`config.mk`:
```
export PLATFORM = sky130hd
export DESIGN_NAME = cache_line_write_merge
export DESIGN_NICKNAME = d
export VERILOG_FILES = /design/src/rtl/cache_line_write_merge.sv
export SDC_FILE = /design/constraint.sdc
export NUM_CORES = 1
export LEC_CHECK = 0
export BUFFER_PORTS_ARGS = -buffer_cell sky130_fd_sc_hd__buf_2
export CAP_MARGIN = 10
export CELL_PAD_IN_SITES_DETAIL_PLACEMENT = 1
export CELL_PAD_IN_SITES_GLOBAL_PLACEMENT = 1
export CORE_MARGIN = 8
export CORE_UTILIZATION = 30
export DETAILED_ROUTE_END_ITERATION = 10
export GPL_TIMING_DRIVEN = 1
export PLACE_DENSITY_LB_ADDON = 0.1
export REMOVE_ABC_BUFFERS = 1
export SLEW_MARGIN = 20
export SYNTH_ARGS = -nofsm -noshare
export SYNTH_HDL_FRONTEND = slang
export SYNTH_SLANG_ARGS = --single-unit
```
`constraint.sdc`:
```
create_clock -name clk -period 2.1 [get_ports clk]
set_clock_uncertainty 0.1 [all_clocks]
set_input_delay 0.315 -clock clk [delete_from_list [all_inputs] [get_ports clk]]
set_output_delay 0.315 -clock clk [all_outputs]
set_load 0.005 [all_outputs]
```
`src/rtl/cache_line_write_merge.sv`:
```
// Store-hit write merge: byte-masked 16-bit store into the hit way's 128-bit line, then write strobe and response.
// Latency: accept in cycle 0, data_write/dirty_set in cycle 2, mem_resp in cycle 3.
// Backpressure: none; the CPU holds mem_write until mem_resp and must drop it on that pulse.
module cache_line_write_merge #(
    parameter int LINE_WIDTH = 128,
    parameter int WORD_WIDTH = 16
) (
    input  logic                  clk,
    input  logic                  rst,
    input  logic                  mem_write,
    input  logic                  hit,
    input  logic                  way_select,
    input  logic [3:0]            offset,
    input  logic [WORD_WIDTH-1:0] mem_wdata,
    input  logic [1:0]            mem_byte_enable,
    input  logic [LINE_WIDTH-1:0] line_in0,
    input  logic [LINE_WIDTH-1:0] line_in1,
    output logic [LINE_WIDTH-1:0] line_out,
    output logic                  data_write0,
    output logic                  data_write1,
    output logic                  dirty_set,
    output logic                  mem_resp
);

    localparam int NUM_WORDS = LINE_WIDTH / WORD_WIDTH;
    localparam int BYTE_W    = WORD_WIDTH / 2;

    typedef enum logic [1:0] {
        IDLE   = 2'd0,
        MERGE  = 2'd1,
        COMMIT = 2'd2,
        DONE   = 2'd3
    } state_t;

    state_t                r_state;
    state_t                w_next_state;
    logic                  r_way;
    logic [2:0]            r_slot;
    logic [WORD_WIDTH-1:0] r_wdata;
    logic [1:0]            r_be;
    logic [LINE_WIDTH-1:0] r_line;
    logic [LINE_WIDTH-1:0] r_line_out;
    logic [LINE_WIDTH-1:0] w_merged;
    logic                  w_accept;

    assign w_accept = (r_state == IDLE) && mem_write && hit;

    always_ff @(posedge clk) begin
        if (rst) begin
            r_state    <= IDLE;
            r_way      <= 1'b0;
            r_slot     <= 3'd0;
            r_wdata    <= '0;
            r_be       <= 2'b00;
            r_line     <= '0;
            r_line_out <= '0;
        end else begin
            r_state <= w_next_state;
            if (w_accept) begin
                r_way   <= way_select;
                r_slot  <= offset[3:1];
                r_wdata <= mem_wdata;
                r_be    <= mem_byte_enable;
                r_line  <= way_select ? line_in1 : line_in0;
            end
            // line_out only changes on entry to COMMIT and holds afterwards
            if (r_state == MERGE) begin
                r_line_out <= w_merged;
            end
        end
    end

    always_comb begin
        w_merged = r_line;
        for (int k = 0; k < NUM_WORDS; k++) begin
            if (r_slot == 3'(k)) begin
                if (r_be[0]) w_merged[k*WORD_WIDTH +: BYTE_W]          = r_wdata[BYTE_W-1:0];
                if (r_be[1]) w_merged[k*WORD_WIDTH + BYTE_W +: BYTE_W] = r_wdata[WORD_WIDTH-1:BYTE_W];
            end
        end
    end

    always_comb begin
        w_next_state = r_state;
        data_write0  = 1'b0;
        data_write1  = 1'b0;
        dirty_set    = 1'b0;
        mem_resp     = 1'b0;
        case (r_state)
            IDLE: begin
                if (w_accept) w_next_state = MERGE;
            end
            MERGE: begin
                w_next_state = COMMIT;
            end
            COMMIT: begin
                data_write0  = ~r_way;
                data_write1  = r_way;
                dirty_set    = (r_be != 2'b00);
                w_next_state = DONE;
            end
            DONE: begin
                mem_resp     = 1'b1;
                w_next_state = IDLE;
            end
            default: w_next_state = IDLE;
        endcase
    end

    assign line_out = r_line_out;

endmodule
```
==> flow_metrics.py <==
metrics = {
    "pwr": {
        "powerDensity_nw_per_um2": 1260,
        "peakVddDrop_uv": 400,
        "p_int_uw": 13600,
        "seq_power_share": 0.381,
        "power.share.clock": 0.297,
        "power.switching_uw": 6990,
        "sw_frac_of_total": 0.339,
        "p_comb_frac": 0.322,
        "p_leak_uw": 0.00777,
    },
    "synthesis": {
        "synth_cell_types": 23,
        "synth_seq_area_share": 0.454,
        "syn_area_um2": 12400,
        "synth_top_area_share": 0.454,
        "netlist_top_cells_area": "dfxtp_1, mux2i_1, a211oi_1, nor2_1, clkbuf_1",
        "syn_inst": 1289,
        "yosysWarnings": 0,
        "ys_seq_elements": 280,
        "yosysTopAreaCell": "dfxtp_1",
        "synth.avg_cell_area_um2": 9.59,
    },
    "worst_setup_path": {
        "critical_path.max_stage_delay_ns": 0.41,
        "crit_arrival_ns": 1.57,
        "cp_max_fo": 4,
        "crit_family": "flip-flops",
        "cp.required_ns": 1.68,
        "endpoint_kind": "output pin",
        "crit_path_start_kind": "flip-flop",
        "path_buf_inv": 2,
        "crit_path_top_delay_cell": "dfxtp_1",
        "path_cells": "inv_1, ha_4, and2_1, buf_2",
        "worst-setup-path-type": "flip-flop to output pin",
    },
    "global_routing": {
        "grt_pass1_vias": 11465,
        "overflow": 0,
        "grt_start_max_net_pins": 65,
        "grt_pass1_wl_um": 66300,
        "gr-usage-all-layers": 0.175,
        "antenna_found_initial": 2,
    },
    "timing": {
        "slew_headroom": 0.547,
        "fin_crit_sh": 0.943,
        "whs_ns": 0.0407,
        "tightestPinTransition_ns": 0.678,
        "drv_slew": 0,
        "finalHoldViolCount": 0,
        "rsz0062_at_grt": "false",
        "finalSetupViolations": 0,
        "fmax_mhz": 505,
        "fin_tns_setup_ns": 0,
        "period_minus_slack_ns": 1.98,
    },
    "layout": {
        "final_nets": 1962,
        "n_antenna_cell": 0,
        "fin_util": 0.403,
        "post_layout_nonfiller_instances": 2231,
        "area_growth_syn_to_layout_pct": 32.7,
        "n_fill_cell": 4802,
        "postLayoutCellArea_um2": 16400,
        "most-common-layout-cells": "buf_2, dfxtp_1, mux2i_1, nor2_1, a211oi_1",
        "final_common_cell": "buf_2",
        "drive_above_1_share": 0.310,
    },
    "die": {
        "rows": 74,
        "coreArea_um2": 40700,
        "dieArea_um2": 47900,
        "die_h_um": 219,
        "die_width_um": 219,
        "ioPinCount": 415,
        "initial_core_util": 0.303,
    },
    "clock_tree": {
        "cts-htree-levels": 2,
        "clk_latency_ns": 0.52,
        "numClockSinks": 280,
        "cts_inserted_buffers": 36,
        "cts_root_buf": "clkbuf_16",
        "cts_tree": "yes",
        "cts_setup_buffers": 0,
        "clk_pin_slew_ns": 0.06,
        "clockBufferDepth": 3,
    },
    "place": {
        "gp_congestion": 0.736,
        "hpwl_um": 31800,
        "dpl_cell_area_um2": 15000,
        "portBuffers": 413,
        "place_inst": 2147,
    },
    "detailed_routing": {
        "detail_route.iter0.violations": 340,
        "vias": 10721,
        "routed_wirelength_um": 43500,
        "ant_nets": 0,
        "via_per_inst": 4.81,
        "post-route-drc-count": 0,
        "firstDrtPassIters": 4,
        "routedWlPerCell_um": 19.5,
    },
    "run": {
        "maxCapViolations": 0,
    },
    "hold_path": {
        "min_path_type": "primary input to flip-flop",
    },
    "status": {
        "status": "complete, no violations",
    },
}
## kinds of logic after synthesis
| group | count (synthesis) | share of synthesized area |
|---|---|---|
| AO/OA/AOI/OAI | 281 | 0.166 |
| multiplexers | 257 | 0.208 |
| flip-flops | 280 | 0.454 |
| AND/OR/NAND/NOR | 322 | 0.107 |
| adder cells (fa/ha/maj) | 5 | 0.00506 |
| buffers and inverters | 144 | 0.0597 |
## power by group through the flow
stage	Clock, uW	Combinational [uW]	Sequential [uW]
floorplan	0	2840	7100
global placement	0	6610	7900
detailed placement	0	6760	7960
CTS	6330	6810	7880
global route	6600	7480	8080
finish	6120	6640	7860
## synth_stat cells
cell and count:
a21boi_0 1, buf_2 38, inv_1 2, nand4bb_1 6
nor2_1 257, nand3_1 1, nor2b_1 1, nand2_1 44
buf_6 13, clkbuf_1 77, a21oi_1 22, a211oi_1 257
buf_4 14, ha_1 5, nand4b_1 6, and3_1 1
o21a_1 1, and2_1 1, nor3_1 1, mux2i_1 257
dfxtp_1 280, or4b_1 2, nand4_2 2
## metrics by stage
stage | setup slack (ns) | total power, uW
detailed placement | 0.213 | 14700
floorplan | -3.85 | 9930
finish | 0.119 | 20600
global route | 0.00623 | 22200
CTS | 0.0416 | 21000
global placement | 0.297 | 14500
## sequential cells by signal (all words and copies together), names as in the netlist
register / count
r_state: 2
r_line: 128
r_wdata: 16
line_out: 128
r_way: 1
r_slot: 3
r_be: 2
## repair_timing
item                                   CTS  global route
gates resized for setup                  1             1
hold buffers                            21             0
setup endpoints to repair                3             2
pin swaps                                0             0
gates cloned                             0             0
endpoints found under the hold margin   21             0
## tightest hold or removal path, stage by stage
cell,delay [ns]
buf_2,0.10
mux2i_1,0.12
a211oi_1,0.08
## final cells by class
cell class / count / area (um2) / share of cell area
timing repair buffer: 489 / 2910 / 0.177
sequential: 280 / 5610 / 0.342
tap: 532 / 666 / 0.0406
clock buffer: 56 / 1090 / 0.0663
inverter: 2 / 7.51 / 0.000458
multi-input combinational: 865 / 6040 / 0.368
clock inverter: 7 / 87.6 / 0.00534
## worst paths after layout
check / endpoint / cells after the start / slack, ns / start
setup / recovery: data_write1 / 4 / 0.12 / r_state[0]$_SDFFE_PP0P_
setup reg to reg: r_line[92]$_SDFFE_PP0P_ / 7 / 0.18 / r_state[0]$_SDFFE_PP0P_
hold / removal: r_line[109]$_SDFFE_PP0P_ / 3 / 0.04 / line_in0[109]
hold reg to reg: r_way$_SDFFE_PP0P_ / 2 / 0.37 / r_way$_SDFFE_PP0P_
## routing by layer
layer  global-route usage  share of wire  vias up
met3               0.0402          0.054       49
li1                     -              -     5443
met2                0.293           0.47      211
met5                    0        0.00071        -
met1                0.227           0.46     5014
met4               0.0380          0.015        4
Note: power is estimated with default switching activity, not from simulation.
